<file path="src/rtl/core_wb_stage.sv">
// core_wb_stage -- writeback stage of the RV32IMF five-stage pipeline.
//
// Takes the W-side pipeline registers from the memory stage plus the raw
// data-bus read word. It aligns and extends load data and drives the
// register-file write port. Load data that arrives while the pipeline is
// stalled is held until the instruction can retire. The stage also raises
// wb_stall_o while a load's data is still outstanding, and counts retired
// instructions.
//
// Ports:
//   clk, rst_n            clock, asynchronous active-low reset
//   w_regfile_waddr_i     destination register
//   w_regfile_rd_i        ALU/forwarded result
//   w_regfile_wr_i        instruction writes rd
//   w_is_load_store_i     instruction is a load or store
//   w_LOAD_op_i           load funct3 (LB/LH/LW/LBU/LHU)
//   w_addr_lo_i           data address bits [1:0]
//   data_rdata_i          raw data-bus read word
//   data_rvalid_i         read data valid this cycle
//   stall_general_i       global pipeline stall (already includes wb_stall_o)
//   regfile_we_o          register-file write enable
//   regfile_waddr_o       register-file write address
//   regfile_wdata_o       register-file write data
//   wb_stall_o            load in W still waiting for its data
//   spurious_rvalid_o     sticky flag: rvalid seen with no load pending
//   instret_o             retired-instruction count
module core_wb_stage #(
  parameter int DATA_WIDTH     = 32,
  parameter int REG_ADDR_WIDTH = 5,
  parameter int INSTRET_WIDTH  = 64
) (
  input  logic                      clk,
  input  logic                      rst_n,
  input  logic [REG_ADDR_WIDTH-1:0] w_regfile_waddr_i,
  input  logic [DATA_WIDTH-1:0]     w_regfile_rd_i,
  input  logic                      w_regfile_wr_i,
  input  logic                      w_is_load_store_i,
  input  logic [2:0]                w_LOAD_op_i,
  input  logic [1:0]                w_addr_lo_i,
  input  logic [DATA_WIDTH-1:0]     data_rdata_i,
  input  logic                      data_rvalid_i,
  input  logic                      stall_general_i,
  output logic                      regfile_we_o,
  output logic [REG_ADDR_WIDTH-1:0] regfile_waddr_o,
  output logic [DATA_WIDTH-1:0]     regfile_wdata_o,
  output logic                      wb_stall_o,
  output logic                      spurious_rvalid_o,
  output logic [INSTRET_WIDTH-1:0]  instret_o
);

  typedef enum logic {
    IDLE,
    HOLD
  } state_e;

  state_e                    state_q, state_d;
  logic [DATA_WIDTH-1:0]     hold_q, hold_d;
  logic [INSTRET_WIDTH-1:0]  instret_q, instret_d;
  logic                      spurious_q, spurious_d;

  logic                      valid;
  logic                      is_load;
  logic                      retire;
  logic [DATA_WIDTH-1:0]     load_word;
  logic [7:0]                load_byte;
  logic [15:0]               load_half;
  logic [DATA_WIDTH-1:0]     load_data;

  // A store has wr=0, so a load is the only load/store that also writes rd.
  assign valid   = w_regfile_wr_i | w_is_load_store_i;
  assign is_load = w_is_load_store_i & w_regfile_wr_i;
  assign retire  = valid & ~stall_general_i;

  // Once data has been captured (HOLD) the load is no longer waiting, even
  // though rvalid has long since dropped.
  assign wb_stall_o = is_load & (state_q != HOLD) & ~data_rvalid_i;

  // Byte lane picked by addr_lo; halfword lane by addr_lo[1] only.
  assign load_word = (state_q == HOLD) ? hold_q : data_rdata_i;
  assign load_byte = load_word[{w_addr_lo_i, 3'b000} +: 8];
  assign load_half = load_word[{w_addr_lo_i[1], 4'b0000} +: 16];

  always_comb begin
    load_data = load_word;
    case (w_LOAD_op_i)
      3'b000:  load_data = {{(DATA_WIDTH-8){load_byte[7]}}, load_byte};
      3'b001:  load_data = {{(DATA_WIDTH-16){load_half[15]}}, load_half};
      3'b100:  load_data = {{(DATA_WIDTH-8){1'b0}}, load_byte};
      3'b101:  load_data = {{(DATA_WIDTH-16){1'b0}}, load_half};
      default: load_data = load_word;
    endcase
  end

  assign regfile_wdata_o = is_load ? load_data : w_regfile_rd_i;
  assign regfile_waddr_o = w_regfile_waddr_i;
  assign regfile_we_o    = retire & w_regfile_wr_i &
                           (w_regfile_waddr_i != '0) & ~wb_stall_o;

  // If rvalid and retire coincide in IDLE, the live word is written straight
  // through and nothing is captured.
  always_comb begin
    state_d    = state_q;
    hold_d     = hold_q;
    instret_d  = instret_q;
    spurious_d = spurious_q;

    case (state_q)
      IDLE: begin
        if (is_load & data_rvalid_i & stall_general_i) begin
          state_d = HOLD;
          hold_d  = data_rdata_i;
        end
      end
      HOLD: begin
        if (retire) begin
          state_d = IDLE;
        end
      end
      default: state_d = IDLE;
    endcase

    if (retire) begin
      instret_d = instret_q + INSTRET_WIDTH'(1);
    end

    if (data_rvalid_i & (~is_load | (state_q == HOLD))) begin
      spurious_d = 1'b1;
    end
  end

  always_ff @(posedge clk or negedge rst_n) begin
    if (!rst_n) begin
      state_q    <= IDLE;
      hold_q     <= '0;
      instret_q  <= '0;
      spurious_q <= 1'b0;
    end else begin
      state_q    <= state_d;
      hold_q     <= hold_d;
      instret_q  <= instret_d;
      spurious_q <= spurious_d;
    end
  end

  assign instret_o         = instret_q;
  assign spurious_rvalid_o = spurious_q;

endmodule

</file>
<file path="config.mk">
export PLATFORM = sky130hd
export DESIGN_NAME = core_wb_stage
export DESIGN_NICKNAME = d
export VERILOG_FILES = /design/src/rtl/core_wb_stage.sv
export SDC_FILE = /design/constraint.sdc
export NUM_CORES = 1
export LEC_CHECK = 0
export CAP_MARGIN = 0
export CORE_MARGIN = 2
export CORE_UTILIZATION = 51
export CTS_CLUSTER_DIAMETER = 120
export DETAILED_ROUTE_END_ITERATION = 12
export PLACE_DENSITY = 0.92
export RECOVER_POWER = 25
export SETUP_SLACK_MARGIN = 0.02
export SLEW_MARGIN = 30
export SYNTH_ARGS = -nofsm -noshare
export SYNTH_HDL_FRONTEND = slang
export SYNTH_SLANG_ARGS = --single-unit
</file>
<file path="constraint.sdc">
create_clock -name clk -period 4 [get_ports clk]
set_clock_uncertainty 0.05 [all_clocks]
set_input_delay 0.6 -clock clk [delete_from_list [all_inputs] [get_ports clk]]
set_output_delay 0.6 -clock clk [all_outputs]
set_load 0.05 [all_outputs]
</file>
# Word level (Yosys, flattened, before mapping)
# Cells that the tools add are included.
[word_totals] reg_bits=98 output_inout_bits=104 elab_cells=36
[classes] n_addsub=1 eq_ne=3 n_shift=2 muxes=6 bitwise_logic=17 reduce_logical=3
[op_table] op="one-hot mux 32 bit (4 select lines)" n=1
[op_table] op="adder 64 x 1 -> 64 bit (second input constant)" n=1
[op_table] op="two-way mux 32 bit" n=2
[op_table] op="indexed part select 32 x 6 -> 16 bit" n=1
[op_table] op="indexed part select 32 x 6 -> 8 bit" n=1
[op_table] op="AND 1 bit" n=10
[op_table] op="== test 3 bit (second input constant)" n=2
[op_table] op="inverter 1 bit" n=5
[op_table] op="nonzero test 5 bit" n=1
[op_table] op="== test 3 x 1 -> 1 bit (second input constant)" n=1
[op_table] op="zero test 3 bit" n=1
[op_table] op="two-way mux 1 bit" n=2
[op_table] op="bitwise OR 1 bit" n=2
[op_table] op="one-hot mux 1 bit (2 select lines)" n=1
[op_table] op="AND reduction 2 bit" n=1

# Logic depth before layout (Yosys ltp)
# Gate-level depths: netlist of the first run.
[logic_depth] ltp_word=5 mapped_depth=7 ltp_nobuf=6

# Least setup slack after synthesis of the first run
# Ideal clock, no wire load.
[synth_path] path_type="register to output" start="reg state_q" end="out regfile_we_o" arrival_ns=3.134 t_required_ns=3.350 setup_slack_ns=0.216 stages_incl_launch_ff=6 n_path_buf=3 cell_sequence="dfrtp_1 > buf_2 > buf_2 > buf_2 > nor3_1 > nor4b_1"
[synth_via] elab_chain_cells=5
[synth_lines] item="start: declaration" line_no="56" text="state_e state_q, state_d;"
[synth_lines] item="start signal: assignment" line_no="138" text="state_q <= state_d;"
[synth_lines] item="inverter 1 bit (no source line)"
[synth_lines] item="AND 1 bit (2 in series)" line_no="76" text="assign wb_stall_o = is_load & (state_q != HOLD) & ~data_rvalid_i;"
[synth_lines] item="net wb_stall_o" line_no="46" text="output logic wb_stall_o,"
[synth_lines] item="inverter 1 bit" line_no="97" text="(w_regfile_waddr_i != '0) & ~wb_stall_o;"
[synth_lines] item="AND 1 bit" line_no="97"
[synth_lines] item="end: declaration" line_no="43" text="output logic regfile_we_o,"
# The timed path passes the listed nets, and every way through them passes these cells.

# Worst setup path in the final report of the first run
[layout_path] start="in w_addr_lo_i[1]" end="out regfile_wdata_o[15]"
[layout_via] elab_chain_cells=3 elab_cells_between_ends=4 cone_classes="shift (2); mux (2)"
[layout_lines] item="start: declaration" line_no="39" text="input logic [1:0] w_addr_lo_i,"
[layout_lines] item="indexed part select 32 x 6 -> 16 bit / indexed part select 32 x 6 -> 8 bit (equally long branches)" line_no="81, 80"
[layout_lines] item="one-hot mux 32 bit (4 select lines) (*)" line_no="85" text="case (w_LOAD_op_i)"
[layout_lines] item="two-way mux 32 bit (*)" line_no="94" text="assign regfile_wdata_o = is_load ? load_data : w_regfile_rd_i;"
[layout_lines] item="end: declaration" line_no="45" text="output logic [DATA_WIDTH-1:0] regfile_wdata_o,"
# Every way passes the cells marked *; elsewhere a longest branch is shown, timed or not.

==> flow_summary.json, run 1 <==
{
  "outcome": "complete, but fails checks",
  "violations": "capacitance limit, slew limit",
  "power_density_nw_per_um2": 343,
  "synth-edff-count": 0,
  "power.leakage_uw": 0.00335,
  "synthTopCellsByArea": "dfrtp_1 (43%), mux2_2 (11%), xor2_1 (5.7%), nand2_1 (4.9%), xnor2_1 (4.0%)",
  "regToRegSetupSlack_ns": 1.66,
  "synthArstFlopShare_pct": 100,
  "grt_pass1_wl_mm": 26.0,
  "slew_headroom_pct": -46.3,
  "clock_path_buffers": 2,
  "cp.required_ns": 3.35,
  "r2r-start": "instret_o[5]$_DFFE_PN0N_",
  "yosysWarnings": 0,
  "avgViaCountPerCell": 5.87,
  "clk_pin_slew_ns": 0.09,
  "num_io_pins": 184,
  "synth_top_family_by_area": "simple AND/OR/NAND/NOR gates",
  "ys_seq_area_share_pct": 42.9,
  "post_cts_buffers": 0,
  "rsz0062_at_grt": "false",
  "maxCapViolCount": 1,
  "cts_tree": "yes",
  "htreeDepth": 3,
  "cp_slowest_stage_delay_ns": 0.80,
  "cpMostUsedCell": "clkdlybuf4s50_1",
  "synth.avg_cell_area_um2": 10.1,
  "drv_slew": 89,
  "drive_above_1_share_pct": 19.5,
  "dieArea_um2": 12100,
  "grt_usage_pct": 27.9,
  "hold_viol": 0,
  "die_h_um": 110,
  "cp-end-kind": "primary output",
  "synth_cell_types": 47,
  "r2r_end": "instret_o[56]$_DFFE_PN0N_",
  "hold_path.class": "flip-flop to flip-flop",
  "die_x_um": 110,
  "max_freq_mhz": 276,
  "ir_drop_uv": 182,
  "wl_mm": 16.7,
  "synth_compound_area_share_pct": 5.95,
  "cts_hold_buf": 0,
  "cts_sinks": 98,
  "ys_ff_latch": 98,
  "start_util_pct": 52.5,
  "hp-start": "instret_o[63]$_DFFE_PN0N_",
  "fin_crit_sh_pct": 90.7,
  "coreArea_um2": 10900,
  "synthFlopType": "dfrtp_1",
  "synth_mux_area_share_pct": 17.1,
  "yosys.area_share.simple_pct": 20.9,
  "synth_top_area_share_pct": 42.9,
  "portBuffers": 183,
  "layout.nets": 824,
  "cp.arrival_ns": 2.98,
  "holdPathEnd": "instret_o[63]$_DFFE_PN0N_",
  "grt_pass1_vias": 5232,
  "cts_made_buffers": 9,
  "crit_type": "input pin to primary output",
  "antenna_left": 0,
  "final_cell_area_um2": 7790,
  "wire_per_inst_um": 18.8,
  "antenna_found_initial": 0,
  "place_area_um2": 7590,
  "postLayoutCoreUtil_pct": 71.5,
  "setup_viol": 0,
  "place.gp.congestion": 0.880,
  "synth_area_leader_cell": "dfrtp_1",
  "synth.most_common_cell": "dfrtp_1",
  "antenna_cells": 0,
  "drc_errors": 0,
  "cts.repair.resized": 0,
  "root_buffer": "clkbuf_8",
  "worstPathMaxFanout": 8,
  "crit_family": "buffers and inverters",
  "synthXorXnorAreaFrac_pct": 9.65,
  "reg2reg_depth": 5,
  "syn_to_final_growth_pct": 36.2,
  "syn_area_um2": 5720,
  "synth_commonest_cells": "dfrtp_1 (98), nand2_1 (75), mux2_2 (58), nor2_1 (48), xor2_1 (37)",
  "holdPathStages": 1,
  "grt_max_degree": 89,
  "rows": 38,
  "drt_first_pass_iters": 6,
  "startpoint_type": "input pin",
  "critPathBufInv": 3,
  "insertion_delay_ns": 0.37,
  "slowest_stage": "clkdlybuf4s50_1",
  "synth-adder-area-share_pct": 0.219,
  "worst-slew-pin-transition_ns": 2.19,
  "dp_hpwl_mm": 12.4,
  "vias": 5214,
  "period_minus_slack_ns": 3.63,
  "path_cells": "clkdlybuf4s50_1 > buf_4 > nor3b_1 > nor4_1 > a21oi_1 > nor2_1 > clkdlybuf4s50_1",
  "syn_inst": 566,
  "drtIter0Drc": 465,
  "grt.overflow.total": 0,
  "tns_ns": 0,
  "synthesis.nets": 647
}
[worst max-delay path by stage]
stage | startpoint | endpoint | slack, ns | cells after the start
6_report | w_addr_lo_i[1] | regfile_wdata_o[15] | 0.37 | 7
5_1_grt | w_addr_lo_i[1] | regfile_wdata_o[15] | 0.35 | 7
4_1_cts | w_addr_lo_i[1] | regfile_wdata_o[15] | 0.40 | 7
3_5_place_dp | w_addr_lo_i[1] | regfile_wdata_o[15] | 0.41 | 7
3_3_place_gp | w_addr_lo_i[1] | regfile_wdata_o[15] | 0.51 | 7
2_1_floorplan | state_q$_DFF_PN0_ | regfile_we_o | 0.22 | 5
[final cells by class]
type                    count  area, um2
flip-flops and latches     98       2450
clock buffers               9        124
repair buffers            194       1830
fillers                   779       3100
well taps                 140        175
clock inverters             7       76.3
inverters                  11       41.3
multi-input cells         429       3090
[state kept, by name, summed over array words and instances, names as in the netlist]
name,count
state_q,1
spurious_rvalid_o,1
instret_o,64
hold_q,32
[cell families (layout without fill, tap and decap cells)]
group,count (synthesis),in the layout
and+or+nand+nor,231,231
DFF,98,98
muxes,78,78
xor gates and xnor gates,63,63
AOI/OAI and AO/OA,56,56
buffers and inverters,39,221
adders and majority gates,1,1
[metal layers]
layer / up-vias / wire length (um) / GRT usage [%]
li1: 2364 / - / -
met1: 2544 / 6600 / 33.7
met2: 260 / 8010 / 46.5
met3: 46 / 1570 / 7.82
met4: 0 / 497 / 12.2
met5: - / 0 / 0
[power by group]
part	leakage (uW)	total, uW	internal, uW	switching, uW
logic	0.00200	811	350	461
registers	0.00125	1210	1100	110
clock network	0.0000962	651	293	357
[stage by stage]
step	hold WS [ns]	worst slack (ns)	total power (uW)	std cells
6_report	0.432	0.373	2670	888
4_1_cts	0.257	0.400	2680	888
3_5_place_dp	0.417	0.413	2040	872
2_1_floorplan	0.254	0.216	1720	566
3_3_place_gp	0.403	0.512	2010	872
5_1_grt	0.471	0.348	2790	888
[cells in the final DEF, fill, tap and decap left out, types with 2 or more instances in the layout]
cell type / count
xor2_1: 37
mux4_2: 10
mux2i_1: 10
mux2_2: 58
clkinvlp_4: 2
o221ai_1: 7
xnor2_1: 26
nor4_1: 14
nand2b_1: 3
a21oi_1: 26
and2_1: 4
nand3_2: 2
o21ai_0: 11
nand3_1: 21
nor4_4: 2
nand4_2: 4
inv_6: 2
inv_1: 11
nand2_1: 75
and3_1: 5
o22ai_1: 7
nor2_1: 48
dfrtp_1: 97
clkdlybuf4s50_1: 151
nor3_1: 20
buf_4: 42
nand4_1: 19
clkbuf_8: 9
(Power assumes the default switching activity.)
==> run 2, diff against run 1 <==
--- a/config.mk
+++ b/config.mk
@@ -9,11 +9,12 @@
 export CORE_MARGIN = 2
 export CORE_UTILIZATION = 51
 export CTS_CLUSTER_DIAMETER = 120
+export CTS_CLUSTER_SIZE = 30
 export DETAILED_ROUTE_END_ITERATION = 12
 export PLACE_DENSITY = 0.92
 export RECOVER_POWER = 25
 export SETUP_SLACK_MARGIN = 0.02
-export SLEW_MARGIN = 30
+export SLEW_MARGIN = 20
 export SYNTH_ARGS = -nofsm -noshare
 export SYNTH_HDL_FRONTEND = slang
 export SYNTH_SLANG_ARGS = --single-unit
==> run 2 against run 1 <==
Compared with the run above: the run still ends with capacitance limit, slew limit left; cell count unchanged; sequential power about the same; register-to-register slack got worse by 0.04 ns.
==> flow_summary.json, run 2 (synthesis gave the netlist of run 1 again) <==
{
  "critPathLaunch": "w_addr_lo_i[1]",
  "post_cts_buffers": 0,
  "wl_mm": 16.7,
  "syn_to_final_growth_pct": 36.6,
  "die_x_um": 110,
  "drtIter0Drc": 394,
  "final_cell_mix": "clkdlybuf4s50_1 (151), dfrtp_1 (97), nand2_1 (75)",
  "internal-power_uw": 1820,
  "clk_pin_slew_ns": 0.09,
  "die_h_um": 110,
  "max_freq_mhz": 273,
  "p_sw_uw": 920,
  "period_minus_slack_ns": 3.66,
  "grt_pass1_wl_mm": 25.9,
  "cts.repair.resized": 0,
  "switching_share_pct": 33.5,
  "root_buffer": "clkbuf_8",
  "coreArea_um2": 10900,
  "portBuffers": 183,
  "hold_viol": 0,
  "htreeDepth": 3,
  "hold_path.class": "flip-flop to flip-flop",
  "place.gp.congestion": 0.880,
  "ir_drop_uv": 185,
  "cp-end-kind": "primary output",
  "r2r-start": "instret_o[5]$_DFFE_PN0N_",
  "dp_slack_ns": 0.431,
  "layout.nets": 824,
  "clockPowerShare_pct": 26.2,
  "clock_path_buffers": 2,
  "grt.overflow.total": 0,
  "crit_type": "input pin to primary output",
  "worst-slew-pin-transition_ns": 2.21,
  "power.leakage_uw": 0.00337,
  "largest_reg_flops": 64,
  "dieArea_um2": 12100,
  "cp.required_ns": 3.35,
  "drt_first_pass_iters": 6,
  "num_io_pins": 184,
  "outcome": "complete, but fails checks",
  "cts_tree": "yes",
  "grt_usage_pct": 27.7,
  "antenna_cells": 0,
  "grt_pass1_vias": 5220,
  "slew_headroom_pct": -47.1,
  "cp.arrival_ns": 3.01,
  "p_comb_share_pct": 29.5,
  "vias": 5225,
  "regToRegSetupSlack_ns": 1.62,
  "grt_max_degree": 89,
  "avgViaCountPerCell": 5.88,
  "maxCapViolCount": 1,
  "cts_made_buffers": 9,
  "rsz0062_at_grt": "false",
  "rows": 38,
  "final_common_cell": "clkdlybuf4s50_1",
  "hp-start": "instret_o[63]$_DFFE_PN0N_",
  "antenna_found_initial": 0,
  "violations": "capacitance limit, slew limit",
  "wire_per_inst_um": 18.8,
  "layout_setup_ws_ns": 0.337,
  "fillers": 775,
  "setup_viol": 0,
  "worstPathMaxFanout": 8,
  "startpoint_type": "input pin",
  "dp_hpwl_mm": 12.4,
  "fin_crit_sh_pct": 91.6,
  "postLayoutCoreUtil_pct": 71.8,
  "cts_hold_buf": 0,
  "start_util_pct": 52.5,
  "power_density_nw_per_um2": 351,
  "insertion_delay_ns": 0.37,
  "cts_sinks": 98,
  "drv_slew": 89,
  "drive_above_1_share_pct": 19.5,
  "pwr-share-seq_pct": 44.3,
  "tns_ns": 0,
  "drc_errors": 0,
  "antenna_left": 0
}
## run 2: per-layer routing
metal	vias up	wire [um]	global-route usage, %
met3	48	1580	8.06
met4	0	443	10.8
met5	-	0	0
met2	243	8130	46.7
met1	2572	6580	33.2
li1	2362	-	-
## run 2: final timing paths
| kind | cells after the start | end |
|---|---|---|
| min | 1 | instret_o[63]$_DFFE_PN0N_ |
| max | 7 | regfile_wdata_o[15] |
| min reg2reg | 1 | instret_o[63]$_DFFE_PN0N_ |
| max reg2reg | 5 | instret_o[60]$_DFFE_PN0N_ |
| min in group asynchronous | 1 | hold_q[18]$_DFFE_PN0P_ |
| max in group asynchronous | 1 | state_q$_DFF_PN0_ |
## run 2: power groups by stage
stage | Sequential (uW) | Clock [uW] | Combinational, uW
2_1_floorplan | 1300 | 0 | 418
5_1_grt | 1230 | 772 | 856
4_1_cts | 1210 | 732 | 811
3_3_place_gp | 1220 | 0 | 788
3_5_place_dp | 1230 | 0 | 809
6_report | 1210 | 718 | 810
## run 2: worst max-delay path: stages
cell and delay, ns:
clkdlybuf4s50_1 0.68, buf_4 0.25, nor3b_1 0.09, nor4_1 0.32
a21oi_1 0.14, nor2_1 0.11, clkdlybuf4s50_1 0.81
## run 2: area by class of cell
cell class	instances	area (um2)	area share [%]
repair buffers	194	1830	23.4
multi-input cells	429	3090	39.5
clock inverters	6	90.1	1.15
flip-flops and latches	98	2450	31.4
well taps	140	175	2.24
clock buffers	10	138	1.76
inverters	11	41.3	0.528
## run 2: through the flow
| stage | cells | instance area [um2] | hold slack, ns | total power (uW) |
|---|---|---|---|---|
| after floorplan | 566 | 5720 | 0.254 | 1720 |
| after global placement | 872 | 7590 | 0.403 | 2010 |
| after detailed placement | 872 | 7590 | 0.417 | 2040 |
| after CTS | 888 | 7820 | 0.407 | 2750 |
| after global routing | 888 | 7820 | 0.470 | 2860 |
| final | 888 | 7820 | 0.430 | 2740 |
==> run 3, diff against run 2 <==
==> constraint.sdc (replaced) <==
create_clock -name clk -period 4.7 [get_ports clk]
set_clock_uncertainty 0.05 [all_clocks]
set_input_delay 0.705 -clock clk [delete_from_list [all_inputs] [get_ports clk]]
set_output_delay 0.705 -clock clk [all_outputs]
set_load 0.01 [all_outputs]
==> run 3 against run 2 <==
Compared with the run above: utilization fell by 0.10 points; the flow still finishes with violations (capacitance limit, slew limit); combinational power fell by 35%; design area fell by 0.14%; power decreased by 25%; register-to-register slack better by 0.42 ns; non-clock buffer count fell by 2; clock power is 32% lower.
==> flow_summary.json, run 3 (synthesis gave the netlist of run 1 again) <==
{
  "outcome": "complete, but fails checks",
  "violations": "capacitance limit, slew limit",
  "coreArea_um2": 10900,
  "pwr-share-seq_pct": 50.5,
  "drive_above_1_share_pct": 14.7,
  "grt.overflow.total": 0,
  "fin_crit_sh_pct": 83.8,
  "busiest_layer": "met2",
  "grt_usage_pct": 28.2,
  "rsz0062_at_grt": "false",
  "antenna_cells": 0,
  "cts.repair.resized": 0,
  "drv_slew": 51,
  "layout.nets": 822,
  "place.gp.congestion": 1.01,
  "use_met3_pct": 5.10,
  "cp.required_ns": 3.94,
  "hold_path.class": "flip-flop to flip-flop",
  "ir_drop_uv": 161,
  "post_cts_buffers": 0,
  "period_minus_slack_ns": 3.94,
  "antenna_found_initial": 0,
  "critical_path.endpoint": "regfile_wdata_o[9]",
  "hold_slack_ns": 0.433,
  "dieArea_um2": 12100,
  "grt_pass1_vias": 5270,
  "grt_pass1_wl_mm": 26.4,
  "die_x_um": 110,
  "startpoint_type": "input pin",
  "met2_usage_pct": 47.8,
  "rows": 38,
  "use_met1_pct": 35.3,
  "syn_to_final_growth_pct": 36.4,
  "cts_made_buffers": 9,
  "clockPowerShare_pct": 23.9,
  "avgViaCountPerCell": 5.92,
  "reg2reg_depth": 5,
  "drc_errors": 0,
  "insertion_delay_ns": 0.37,
  "regToRegSetupSlack_ns": 2.04,
  "wl_mm": 16.9,
  "place_area_um2": 7650,
  "switching_share_pct": 30.0,
  "final_cell_mix": "clkdlybuf4s50_1 (181), dfrtp_1 (97), nand2_1 (75)",
  "power.total_uw": 2050,
  "r2r_end": "instret_o[40]$_DFFE_PN0N_",
  "setup_viol": 0,
  "crit_type": "input pin to primary output",
  "p_comb_share_pct": 25.6,
  "power.leakage_uw": 0.00331,
  "clock_path_buffers": 2,
  "r2r-start": "instret_o[5]$_DFFE_PN0N_",
  "start_util_pct": 52.5,
  "fillers": 764,
  "cp-end-kind": "primary output",
  "antenna_left": 0,
  "hold_viol": 0,
  "grt_max_degree": 51,
  "maxCapViolCount": 1,
  "slew_headroom_pct": -79.5,
  "power_density_nw_per_um2": 262,
  "cts_hold_buf": 0,
  "portBuffers": 183,
  "drtIter0Drc": 318,
  "dp_hpwl_mm": 12.5,
  "final_cell_area_um2": 7800,
  "vias": 5241,
  "internal-power_uw": 1430,
  "p_sw_uw": 615,
  "max_freq_mhz": 254,
  "final_common_cell": "clkdlybuf4s50_1",
  "root_buffer": "clkbuf_8",
  "drt_first_pass_iters": 5,
  "tns_ns": 0,
  "die_h_um": 110,
  "cts_sinks": 98,
  "num_io_pins": 184,
  "largest_reg_flops": 64,
  "worstPathMaxFanout": 7,
  "wire_per_inst_um": 19.1,
  "cp.arrival_ns": 3.18,
  "cts_tree": "yes",
  "critPathLaunch": "w_addr_lo_i[0]",
  "htreeDepth": 3,
  "clk_pin_slew_ns": 0.09,
  "worst-slew-pin-transition_ns": 2.69
}
run 3: per-layer routing:
metal  part of all wire (%)  up-vias
li1                       -     2362
met4                    2.8        0
met3                    9.0       47
met5                      0        -
met1                     39     2552
met2                     49      280
run 3: critical path, stage by stage:
cell             delay [ns]
clkdlybuf4s50_1        0.61
mux2_2                 0.37
nor3b_1                0.34
nor3_1                 0.08
a211oi_1               0.28
buf_4                  0.22
a21oi_1                0.09
clkdlybuf4s50_1        0.48
run 3: area by class of cell:
cell class | instances | area (um2) | share of cell area (%)
multi-input cells | 429 | 3070 | 39.4
repair buffers | 192 | 1890 | 24.2
clock buffers | 9 | 124 | 1.59
well taps | 140 | 175 | 2.24
flip-flops and latches | 98 | 2450 | 31.4
clock inverters | 7 | 45.0 | 0.577
inverters | 11 | 41.3 | 0.529
run 3: worst min-delay path by stage:
stage | startpoint | to | slack, ns | cells past startpoint
final | instret_o[63]$_DFFE_PN0N_ | instret_o[63]$_DFFE_PN0N_ | 0.43 | 1
after global routing | instret_o[63]$_DFFE_PN0N_ | instret_o[63]$_DFFE_PN0N_ | 0.47 | 1
after CTS | rst_n | hold_q[17]$_DFFE_PN0P_ | 0.31 | 1
after detailed placement | spurious_rvalid_o$_DFFE_PN0P_ | spurious_rvalid_o$_DFFE_PN0P_ | 0.41 | 1
after global placement | spurious_rvalid_o$_DFFE_PN0P_ | spurious_rvalid_o$_DFFE_PN0P_ | 0.40 | 1
after floorplan | rst_n | hold_q[0]$_DFFE_PN0P_ | 0.36 | 0
run 3: through the flow:
step	cells	utilization, %	setup WS [ns]
2_1_floorplan	566	-	1.90
3_3_place_gp	870	70.3	0.881
3_5_place_dp	870	70.3	0.843
4_1_cts	886	71.8	0.828
5_1_grt	886	71.7	0.473
6_report	886	71.7	0.763
run 3: power groups by stage:
| stage | combinational [uW] | sequential, uW | clock, uW |
|---|---|---|---|
| 2_1_floorplan | 266 | 1030 | 0 |
| 3_3_place_gp | 511 | 1040 | 0 |
| 3_5_place_dp | 526 | 1050 | 0 |
| 4_1_cts | 529 | 1030 | 499 |
| 5_1_grt | 569 | 1050 | 531 |
| 6_report | 525 | 1030 | 489 |
